--- src/rtl/armleocpu_axi2simple_burst_converter.sv ---
// AXI4 slave to simple register/memory bus converter with burst support.
//
// Accepts one AXI transaction at a time (write or read, arbitrated fairly
// when both are pending) and replays it beat by beat on a simple bus:
// one write or read strobe per beat, with combinational read_data from the
// peripheral. FIXED/INCR/WRAP bursts up to 256 beats are supported.
//
// Ports:
//   clk, rst_n          clock, synchronous active-low reset
//   axi_aw*/axi_w*/axi_b*   AXI write address/data/response channels
//   axi_ar*/axi_r*          AXI read address/data channels
//   address, write, write_data, write_byteenable, read   simple bus request
//   read_data, address_error, write_error               simple bus response
module armleocpu_axi2simple_burst_converter #(
    parameter int ADDR_WIDTH = 34,
    parameter int ID_WIDTH = 4,
    parameter int DATA_WIDTH = 32,
    localparam int DATA_STROBES = DATA_WIDTH / 8
) (
    input  logic                    clk,
    input  logic                    rst_n,

    input  logic                    axi_awvalid,
    output logic                    axi_awready,
    input  logic [ID_WIDTH-1:0]     axi_awid,
    input  logic [ADDR_WIDTH-1:0]   axi_awaddr,
    input  logic [7:0]              axi_awlen,
    input  logic [2:0]              axi_awsize,
    input  logic [1:0]              axi_awburst,

    input  logic                    axi_wvalid,
    output logic                    axi_wready,
    input  logic [DATA_WIDTH-1:0]   axi_wdata,
    input  logic [DATA_STROBES-1:0] axi_wstrb,
    input  logic                    axi_wlast,

    output logic                    axi_bvalid,
    input  logic                    axi_bready,
    output logic [1:0]              axi_bresp,
    output logic [ID_WIDTH-1:0]     axi_bid,

    input  logic                    axi_arvalid,
    output logic                    axi_arready,
    input  logic [ID_WIDTH-1:0]     axi_arid,
    input  logic [ADDR_WIDTH-1:0]   axi_araddr,
    input  logic [7:0]              axi_arlen,
    input  logic [2:0]              axi_arsize,
    input  logic [1:0]              axi_arburst,

    output logic                    axi_rvalid,
    input  logic                    axi_rready,
    output logic [1:0]              axi_rresp,
    output logic                    axi_rlast,
    output logic [DATA_WIDTH-1:0]   axi_rdata,
    output logic [ID_WIDTH-1:0]     axi_rid,

    input  logic                    address_error,
    input  logic                    write_error,
    output logic [ADDR_WIDTH-1:0]   address,
    output logic                    write,
    output logic [DATA_WIDTH-1:0]   write_data,
    output logic [DATA_STROBES-1:0] write_byteenable,
    output logic                    read,
    input  logic [DATA_WIDTH-1:0]   read_data
);

    localparam int LOG2 = $clog2(DATA_STROBES);
    localparam logic [2:0] SIZE_OK = 3'(LOG2);

    localparam logic [1:0] RESP_OKAY   = 2'b00;
    localparam logic [1:0] RESP_SLVERR = 2'b10;
    localparam logic [1:0] RESP_DECERR = 2'b11;

    typedef enum logic [2:0] {
        IDLE,
        WRITE_BURST,
        WRITE_RESP,
        READ_ISSUE,
        READ_RESP
    } state_t;

    state_t                  state_q, state_d;
    logic                    prio_q, prio_d;     // 0: write wins a tie, 1: read wins
    logic [ID_WIDTH-1:0]     id_q, id_d;
    logic [ADDR_WIDTH-1:0]   addr_q, addr_d;
    logic [7:0]              len_q, len_d;
    logic [1:0]              burst_q, burst_d;
    logic [7:0]              count_q, count_d;
    logic                    flag_q, flag_d;     // malformed transaction
    logic [1:0]              bresp_q, bresp_d;
    logic [DATA_WIDTH-1:0]   rdata_q, rdata_d;
    logic [1:0]              rresp_q, rresp_d;
    logic                    rlast_q, rlast_d;

    logic                    aw_bad, ar_bad;
    logic                    last_beat;
    logic [1:0]              wr_resp;
    logic [ADDR_WIDTH-1:0]   incr_addr, wrap_mask, next_addr;

    // Malformed transactions are detected once, at address acceptance.
    assign aw_bad = (axi_awsize != SIZE_OK) || (axi_awburst == 2'b11)
                 || ((axi_awburst == 2'b10) && !(axi_awlen inside {8'd1, 8'd3, 8'd7, 8'd15}))
                 || (axi_awaddr[LOG2-1:0] != '0);
    assign ar_bad = (axi_arsize != SIZE_OK) || (axi_arburst == 2'b11)
                 || ((axi_arburst == 2'b10) && !(axi_arlen inside {8'd1, 8'd3, 8'd7, 8'd15}))
                 || (axi_araddr[LOG2-1:0] != '0);

    assign last_beat = (count_q == len_q);

    // WRAP: only the bits below the wrap boundary (burst size in bytes) move.
    assign incr_addr = addr_q + ADDR_WIDTH'(DATA_STROBES);
    assign wrap_mask = ((ADDR_WIDTH'(len_q) + ADDR_WIDTH'(1)) << LOG2) - ADDR_WIDTH'(1);

    always_comb begin
        case (burst_q)
            2'b00:   next_addr = addr_q;
            2'b10:   next_addr = (addr_q & ~wrap_mask) | (incr_addr & wrap_mask);
            default: next_addr = incr_addr;
        endcase
    end

    assign address          = addr_q;
    assign write_data       = axi_wdata;
    assign write_byteenable = axi_wstrb;
    assign axi_bresp        = bresp_q;
    assign axi_bid          = id_q;
    assign axi_rresp        = rresp_q;
    assign axi_rlast        = rlast_q;
    assign axi_rdata        = rdata_q;
    assign axi_rid          = id_q;

    always_comb begin
        state_d     = state_q;
        prio_d      = prio_q;
        id_d        = id_q;
        addr_d      = addr_q;
        len_d       = len_q;
        burst_d     = burst_q;
        count_d     = count_q;
        flag_d      = flag_q;
        bresp_d     = bresp_q;
        rdata_d     = rdata_q;
        rresp_d     = rresp_q;
        rlast_d     = rlast_q;
        axi_awready = 1'b0;
        axi_arready = 1'b0;
        axi_wready  = 1'b0;
        axi_bvalid  = 1'b0;
        axi_rvalid  = 1'b0;
        write       = 1'b0;
        read        = 1'b0;
        wr_resp     = RESP_OKAY;

        case (state_q)
            IDLE: begin
                axi_awready = axi_awvalid && (!axi_arvalid || !prio_q);
                axi_arready = axi_arvalid && (!axi_awvalid || prio_q);
                if (axi_awready) begin
                    id_d    = axi_awid;
                    addr_d  = axi_awaddr;
                    len_d   = axi_awlen;
                    burst_d = axi_awburst;
                    flag_d  = aw_bad;
                    count_d = 8'd0;
                    bresp_d = RESP_OKAY;
                    prio_d  = !prio_q;
                    state_d = WRITE_BURST;
                end else if (axi_arready) begin
                    id_d    = axi_arid;
                    addr_d  = axi_araddr;
                    len_d   = axi_arlen;
                    burst_d = axi_arburst;
                    flag_d  = ar_bad;
                    count_d = 8'd0;
                    prio_d  = !prio_q;
                    state_d = READ_ISSUE;
                end
            end

            WRITE_BURST: begin
                axi_wready = 1'b1;
                if (axi_wvalid) begin
                    write = !flag_q;
                    if (address_error)
                        wr_resp = RESP_DECERR;
                    else if (write_error || flag_q || (axi_wlast != last_beat))
                        wr_resp = RESP_SLVERR;
                    // Response encodings order numerically by severity.
                    if (wr_resp > bresp_q)
                        bresp_d = wr_resp;
                    addr_d = next_addr;
                    if (last_beat)
                        state_d = WRITE_RESP;
                    else
                        count_d = count_q + 8'd1;
                end
            end

            WRITE_RESP: begin
                axi_bvalid = 1'b1;
                if (axi_bready)
                    state_d = IDLE;
            end

            READ_ISSUE: begin
                read    = !flag_q;
                rdata_d = (address_error || flag_q) ? '0 : read_data;
                if (address_error)
                    rresp_d = RESP_DECERR;
                else if (flag_q)
                    rresp_d = RESP_SLVERR;
                else
                    rresp_d = RESP_OKAY;
                rlast_d = last_beat;
                state_d = READ_RESP;
            end

            READ_RESP: begin
                axi_rvalid = 1'b1;
                if (axi_rready) begin
                    if (rlast_q) begin
                        state_d = IDLE;
                    end else begin
                        addr_d  = next_addr;
                        count_d = count_q + 8'd1;
                        state_d = READ_ISSUE;
                    end
                end
            end

            default: state_d = IDLE;
        endcase
    end

    always_ff @(posedge clk) begin
        if (!rst_n) begin
            state_q <= IDLE;
            prio_q  <= 1'b0;
            id_q    <= '0;
            addr_q  <= '0;
            len_q   <= '0;
            burst_q <= '0;
            count_q <= '0;
            flag_q  <= 1'b0;
            bresp_q <= RESP_OKAY;
            rdata_q <= '0;
            rresp_q <= RESP_OKAY;
            rlast_q <= 1'b0;
        end else begin
            state_q <= state_d;
            prio_q  <= prio_d;
            id_q    <= id_d;
            addr_q  <= addr_d;
            len_q   <= len_d;
            burst_q <= burst_d;
            count_q <= count_d;
            flag_q  <= flag_d;
            bresp_q <= bresp_d;
            rdata_q <= rdata_d;
            rresp_q <= rresp_d;
            rlast_q <= rlast_d;
        end
    end

endmodule

--- config.mk ---
export PLATFORM = sky130hd
export DESIGN_NAME = armleocpu_axi2simple_burst_converter
export DESIGN_NICKNAME = d
export VERILOG_FILES = /design/src/rtl/armleocpu_axi2simple_burst_converter.sv
export SDC_FILE = /design/constraint.sdc
export NUM_CORES = 1
export LEC_CHECK = 0
export ABC_AREA = 1
export BUFFER_PORTS_ARGS = -buffer_cell sky130_fd_sc_hd__clkbuf_2
export CAP_MARGIN = 20
export CORE_MARGIN = 2
export CORE_UTILIZATION = 40
export DETAILED_ROUTE_END_ITERATION = 16
export PLACE_DENSITY_LB_ADDON = 0.3
export SYNTH_ARGS = -nofsm -noshare
export SYNTH_HDL_FRONTEND = slang
export SYNTH_SLANG_ARGS = --single-unit
--- constraint.sdc ---
create_clock -name clk -period 4.79 [get_ports clk]
set_input_delay 0.958 -clock clk [delete_from_list [all_inputs] [get_ports clk]]
set_output_delay 0.958 -clock clk [all_outputs]
set_load 0.05 [all_outputs]
==> reports/metrics.cfg, run 1 <==
[run_status]
outcome=finished, final reports clean

[floorplan]
io_pins=302
dieArea_um2=17000
core_region_area_um2=15700
row_count=46
die_y_um=130
die_x_um=130
start_util_pct=40.6

[global_routing]
antenna_found_initial=0
grt_pass1_vias=6329
grt_overflow=0
grt_pass1_wl_um=30300
grt_usage_pct=22.3
grt_max_degree=52

[detailed_routing]
drt_iter0_markers=364
via_per_inst=4.99
drt_wl_total_um=19000
drc=0
num_vias=6880
drtAntennaViolNets=0
post_drt_wl_per_cell_um=13.8
first_pass_iters=5

[logic_synthesis]
syn_area_um2=6380
synth_top_area_share_pct=30.8
async_reset_ff_share_pct=0
synth_nets=1178
synth_ff_type=dfxtp_1
synth_area_per_cell_um2=6.42
yosysTopAreaCell=dfxtp_1
synth_cells=993
ys_ff_latch=98
ys_types=41
synth.area.top_cells=dfxtp_1 (31%), nand2_1 (15%), nor2_1 (8.0%)
synth_edf_count=0
synth_warnings=0
ys_seq_area_share_pct=30.8

[timing]
max_slew.worst_pin.slew_ps=1060
fin_crit_ps=2990
period_share_pct=62.4
max_freq_mhz=335
holdWs_ps=491
tns_ps=0
slew_headroom_pct=29.4
finalHoldViolCount=0
fin_ws_ps=1800
fin_skew_ps=10.3
rsz0062_at_grt=no
finalSetupViolCount=0
slew_viol_final=0

[power]
p_int_uw=2010
p_clk_share_pct=17.4
p_leak_uw=0.00362
switching_share_pct=53.5
vdd_ir_drop_max_uv=321
power_frac_seq_pct=28.8
powerDensity_nw_per_um2=564
p_comb_share_pct=53.8
p_sw_uw=2320

[setup_path]
worstSetupEndpointType=primary output
ff2ff_path_depth=10
critPathKind=flop to primary output
startpoint_type=flop
crit_arrival_ps=2030
cp.required_ps=3830
rr_startpoint=state_q[0]$_SDFFE_PN0P_
reg2reg_slack_ps=1910
crit_path_start=state_q[1]$_SDFFE_PN0P_
crit_fanout=35

[worst_hold_path]
hold_depth=2
worstHoldPathType=flop to flop

[cells_and_area]
fin_nets=1341
area_growth_syn_to_layout_pct=20.3
fin_area_um2=7680
drive_gt1_share_pct=24.4

[clocking]
post-cts-setup-buffers=0
cts-buffers-inserted=9
htree_num_levels=3
clk_latency_ps=360
clk_path_buf_depth=2
path_clk_slew_ps=80
cts_hold_buf=0
ctsRootBufferMaster=clkbuf_16
cts_tree=yes
clkSinkCount=98
cts_resized=0

[placement]
place.gp.congestion=0.867
placed_area_um2=7360
pre_cts_slack_ps=1800
dpl.hpwl_um=14200
portBuffers=229

[job]
cap_violations=0

==> worst max-delay path by stage <==
| stage | end |
|---|---|
| floorplan | write |
| global placement | axi_awready |
| detailed placement | axi_awready |
| CTS | read |
| global route | flop |
| finish | read |
==> worst max-delay path, stage by stage (launching register included) <==
cell and delay (ps):
dfxtp_1 390, inv_1 100, nor3_2 330, inv_2 340
nor2_1 190, clkbuf_2 300
==> per-layer routing <==
metal	share of wire [%]	vias up	global-route usage [%]
li1	-	3524	-
met1	44	3074	28.0
met2	48	259	38.4
met3	7.2	23	4.22
met4	1.6	0	7.59
met5	0	-	0
==> synth_stat cells (3+ instances only) <==
| library cell | n |
|---|---|
| nor3_2 | 3 |
| nor3_1 | 21 |
| dfxtp_1 | 98 |
| nor2_1 | 136 |
| xor2_1 | 31 |
| nand3_1 | 35 |
| a21oi_1 | 87 |
| inv_2 | 7 |
| buf_4 | 46 |
| o22ai_1 | 3 |
| ha_1 | 5 |
| nand4_1 | 17 |
| nor3b_1 | 3 |
| nor4_1 | 4 |
| nor2_4 | 3 |
| a221oi_1 | 8 |
| nand3b_1 | 3 |
| o21ai_0 | 39 |
| o21ai_1 | 6 |
| nand2_1 | 256 |
| nand3_2 | 3 |
| nand2_2 | 8 |
| buf_2 | 6 |
| xnor2_1 | 5 |
| inv_1 | 83 |
| clkbuf_1 | 27 |
| a22oi_1 | 32 |
==> cells by family after synthesis <==
| group | after synthesis | share of synthesized area, % |
|---|---|---|
| and+or+nand+nor | 499 | 33.6 |
| AOI/OAI and AO/OA | 183 | 16.6 |
| buffers and inverters | 172 | 13.2 |
| DFF | 98 | 30.8 |
| xor gates and xnor gates | 36 | 4.94 |
| adders and majority gates | 5 | 0.981 |
==> stage by stage <==
step | instances | util, % | total power [uW]
global route | 1377 | 48.8 | 4680
floorplan | 993 | - | 3180
global placement | 1360 | 46.7 | 3570
CTS | 1377 | 48.8 | 4360
finish | 1378 | 48.9 | 4330
detailed placement | 1361 | 46.9 | 3590
==> layout make-up <==
class	instances	area, um^2
fill	1664	8040
multi-input combinational	723	3590
sequential	98	1960
timing repair buffer	234	1200
inverter	90	338
tap	216	270
clock buffer	9	225
clock inverter	7	85.1
antenna	1	2.50
==> placed cells by master (no fill, tap or decap), types with 4 or more instances in the layout <==
cell type	count
nor4_1	4
clkbuf_2	229
xor2_1	31
nand4_1	17
xnor2_1	5
clkbuf_16	9
o21ai_1	5
a21oi_1	87
nand3_1	35
inv_2	7
buf_4	4
o21ai_0	39
a221oi_1	8
a22oi_1	32
inv_1	83
nor3_1	21
nand2_1	255
nand2_2	9
nor2_1	136
ha_1	5
dfxtp_1	98
==> power groups by stage <==
stage | Sequential (uW) | Clock, uW | Combinational [uW]
6_report | 1250 | 755 | 2330
4_1_cts | 1250 | 773 | 2340
2_1_floorplan | 1640 | 0 | 1530
3_5_place_dp | 1260 | 0 | 2330
5_1_grt | 1280 | 804 | 2600
3_3_place_gp | 1260 | 0 | 2310
Power figures use the tool's default switching activity.
==> run 2: changes to the inputs <==
--- a/config.mk
+++ b/config.mk
@@ -5,7 +5,7 @@
 export SDC_FILE = /design/constraint.sdc
 export NUM_CORES = 1
 export LEC_CHECK = 0
-export ABC_AREA = 1
+export ABC_AREA = 0
 export BUFFER_PORTS_ARGS = -buffer_cell sky130_fd_sc_hd__clkbuf_2
 export CAP_MARGIN = 20
 export CORE_MARGIN = 2
==> constraint.sdc (replaced) <==
create_clock -name clk -period 2.8 [get_ports clk]
set_input_delay 0.56 -clock clk [delete_from_list [all_inputs] [get_ports clk]]
set_output_delay 0.56 -clock clk [all_outputs]
set_load 0.05 [all_outputs]
==> reports/metrics.cfg, run 2 <==
[global_routing]
grt_pass1_vias=5766  ; was 6329
antenna_found_initial=0  ; unchanged
grt_max_degree=35  ; was 52
grt_usage_pct=22.2  ; was 22.3%
grt_pass1_wl_um=29200  ; was 30300 um
grt_overflow=0  ; unchanged

[logic_synthesis]
synth_warnings=0  ; unchanged
synth_nets=960  ; was 1178
synth_common_cells=nand2_1 (106), dfxtp_1 (98), buf_4 (43), nor2b_1 (43), nor2_1 (42)  ; was nand2_1 (256), nor2_1 (136), dfxtp_1 (98)
ys_types=73  ; was 41
synth_ff_type=dfxtp_1  ; unchanged
syn_area_um2=6150  ; was 6380 um^2
synth_cells=775  ; was 993
synth_most_common_cell=nand2_1  ; unchanged
yosysTopAreaCell=dfxtp_1  ; unchanged
synth.area.top_cells=dfxtp_1 (32%), nand2_1 (6.5%), buf_4 (5.3%)  ; was dfxtp_1 (31%), nand2_1 (15%), nor2_1 (8.0%)
synth_top_area_share_pct=31.9  ; was 30.8%
ys_seq_area_share_pct=31.9  ; was 30.8%
synth_edf_count=0  ; unchanged
async_reset_ff_share_pct=0  ; unchanged
ys_ff_latch=98  ; unchanged
synth_area_per_cell_um2=7.93  ; was 6.42 um^2

[detailed_routing]
via_per_inst=5.51  ; was 4.99
drt_iter0_markers=413  ; was 364
first_pass_iters=5  ; unchanged
post_drt_wl_per_cell_um=16.0  ; was 13.8 um
drt_wl_total_um=18300  ; was 19000 um
num_vias=6298  ; was 6880
drtAntennaViolNets=0  ; unchanged
drc=0  ; unchanged

[setup_path]
cp_common_cell=nand2b_1
crit_path_cell_trace=nand2b_1, nand2b_1, nor3b_1, clkbuf_2  ; was inv_1, nor3_2, inv_2, nor2_1, clkbuf_2
rr_startpoint=len_q[0]$_SDFFE_PN0P_  ; was state_q[0]$_SDFFE_PN0P_
path_buf_inv=1  ; was 3
cp-endpoint=write  ; was read
max_stage_delay_ps=510  ; was 390 ps
crit_fanout=11  ; was 35
crit_slowest_cell=dfxtp_1  ; unchanged
crit_path_start=state_q[0]$_SDFFE_PN0P_  ; was state_q[1]$_SDFFE_PN0P_
cp.required_ps=2240  ; was 3830 ps
ff2ff_path_depth=9  ; was 10
reg2reg_slack_ps=210  ; was 1910 ps
worst-path-stages=4  ; was 5
startpoint_type=flop  ; unchanged
crit_arrival_ps=2040  ; was 2030 ps
worstSetupEndpointType=primary output  ; unchanged
critPathKind=flop to primary output  ; unchanged
cp_top_family=simple AND/OR/NAND/NOR gates  ; was buffers and inverters

[power]
vdd_ir_drop_max_uv=556  ; was 321 uV
p_total_uw=7910  ; was 4330 uW
powerDensity_nw_per_um2=1050  ; was 564 nW/um^2
p_leak_uw=0.00339  ; was 0.00362 uW

[timing]
fin_crit_ps=2600
slew_headroom_pct=45.6  ; was 29.4%
slew_viol_final=0  ; unchanged
rsz0062_at_grt=no  ; unchanged
fin_skew_ps=5.12  ; was 10.3 ps
max_slew.worst_pin.slew_ps=811  ; was 1060 ps
tns_ps=0  ; unchanged
max_freq_mhz=385
finalSetupViolCount=0  ; unchanged
period_share_pct=92.9
finalHoldViolCount=0  ; unchanged

[cells_and_area]
num-fill-cells=1519  ; was 1664
fin_area_um2=7550  ; was 7680 um^2
insertedDiodeCount=0  ; was 1
layout_commonest_cell=clkbuf_2  ; was nand2_1
drive_gt1_share_pct=30.8  ; was 24.4%
final_cell_mix=clkbuf_2 (229), nand2_1 (106), dfxtp_1 (95)  ; was nand2_1 (255), clkbuf_2 (229), nor2_1 (136)
area_growth_syn_to_layout_pct=22.8  ; was 20.3%
fin_nets=1134  ; was 1341

[worst_hold_path]
worstHoldPathType=flop to flop  ; unchanged

[floorplan]
dieArea_um2=16400  ; was 17000 um^2
io_pins=302  ; unchanged
start_util_pct=40.7  ; was 40.6%
die_x_um=128  ; was 130 um
core_region_area_um2=15100  ; was 15700 um^2
row_count=45  ; was 46
die_y_um=128  ; was 130 um

[clocking]
path_clk_slew_ps=70  ; was 80 ps
post-cts-setup-buffers=0  ; unchanged
ctsRootBufferMaster=clkbuf_16  ; unchanged
cts_hold_buf=0  ; unchanged
cts_resized=0  ; unchanged
clk_path_buf_depth=2  ; unchanged
cts-buffers-inserted=9  ; unchanged
clkSinkCount=98  ; unchanged
clk_latency_ps=350  ; was 360 ps
htree_num_levels=3  ; unchanged
cts_tree=yes  ; unchanged

[run_status]
outcome=finished, final reports clean  ; unchanged

[placement]
placed_area_um2=7230  ; was 7360 um^2
place.gp.congestion=0.865  ; was 0.867
portBuffers=229  ; unchanged
dpl.hpwl_um=14000  ; was 14200 um

[job]
cap_violations=0  ; unchanged

## run 2: changes by cell type in the layout (fill, tap and decap cells not counted), moves of 11 or more
| cell | previous run | this run |
|---|---|---|
| nor3_1 | 21 | 10 |
| inv_1 | 83 | 13 |
| mux2i_1 | 0 | 19 |
| a21oi_1 | 87 | 27 |
| xor2_1 | 31 | 10 |
| and3_1 | 0 | 13 |
| nor2b_1 | 0 | 42 |
| o211a_1 | 0 | 13 |
| buf_4 | 4 | 29 |
| xnor2_1 | 5 | 17 |
| o21ai_0 | 39 | 18 |
| nand2_1 | 255 | 106 |
| a32o_1 | 0 | 15 |
| nor2_1 | 136 | 42 |
## run 2: worst min-delay path by stage
stage / endpoint / from / depth (start not counted)
floorplan: flag_q$_SDFFE_PN0P_ / flag_q$_SDFFE_PN0P_ / 2
global placement: axi_rresp[0]$_SDFFE_PN0P_ / axi_rresp[0]$_SDFFE_PN0P_ / 2
detailed placement: axi_rresp[0]$_SDFFE_PN0P_ / axi_rresp[0]$_SDFFE_PN0P_ / 2
CTS: axi_rdata[3]$_SDFFE_PN0P_ / read_data[3] / 3
global route: axi_rdata[31]$_SDFFE_PN0P_ / read_data[31] / 3
finish: axi_rresp[0]$_SDFFE_PN0P_ / axi_rresp[0]$_SDFFE_PN0P_ / 2
## run 2: cell type report
cell class	count	area (um^2)	area share, %
Multi-Input combinational cell	569	3640	48.2
Sequential cell	98	1970	26.0
Timing Repair Buffer	258	1360	18.1
Clock inverter	7	76.3	1.01
Tap cell	188	235	3.11
Inverter	13	48.8	0.646
Clock buffer	9	225	2.98
## run 2: metrics by stage
| stage | worst slack, ps | utilization (%) | hold WS [ps] | cells |
|---|---|---|---|---|
| finish | 200 | 50.0 | 468 | 1142 |
| global route | 22.0 | 50.0 | 468 | 1142 |
| CTS | 125 | 49.9 | 458 | 1142 |
| detailed placement | 172 | 47.9 | 460 | 1126 |
| global placement | 238 | 47.9 | 457 | 1126 |
| floorplan | 16.9 | - | 480 | 775 |
## run 2: cell families after synthesis
logic type / after synthesis / synth area share, %
AOI/OAI and AO/OA: 213 / 25.7
xor gates and xnor gates: 27 / 3.85
adders and majority gates: 5 / 1.02
buffers and inverters: 108 / 9.50
DFF: 98 / 31.9
muxes: 19 / 3.09
and+or+nand+nor: 305 / 24.9
## run 2: report_power, final
| group | switching (uW) | leakage, uW | internal, uW | total [uW] |
|---|---|---|---|---|
| sequential | 487 | 0.000801 | 1760 | 2240 |
| combinational | 2950 | 0.00245 | 1440 | 4390 |
| clock | 574 | 0.000142 | 700 | 1270 |
| total | 4010 | 0.00339 | 3900 | 7910 |
## run 2: worst reg2reg max path, cell delays in order (launching register included)
cell	delay, ps
dfxtp_1	310
ha_1	210
buf_4	170
or4b_1	530
a222oi_1	280
buf_4	200
o21a_2	260
buf_4	190
o21ai_1	70
a32o_1	270
## run 2: per-layer routing
layer	share of wire [%]	GRT usage (%)	wire length, um
met1	44	29.7	8150
met2	46	35.7	8410
met3	7.4	4.42	1360
met4	2.1	7.82	393
met5	0	0	0
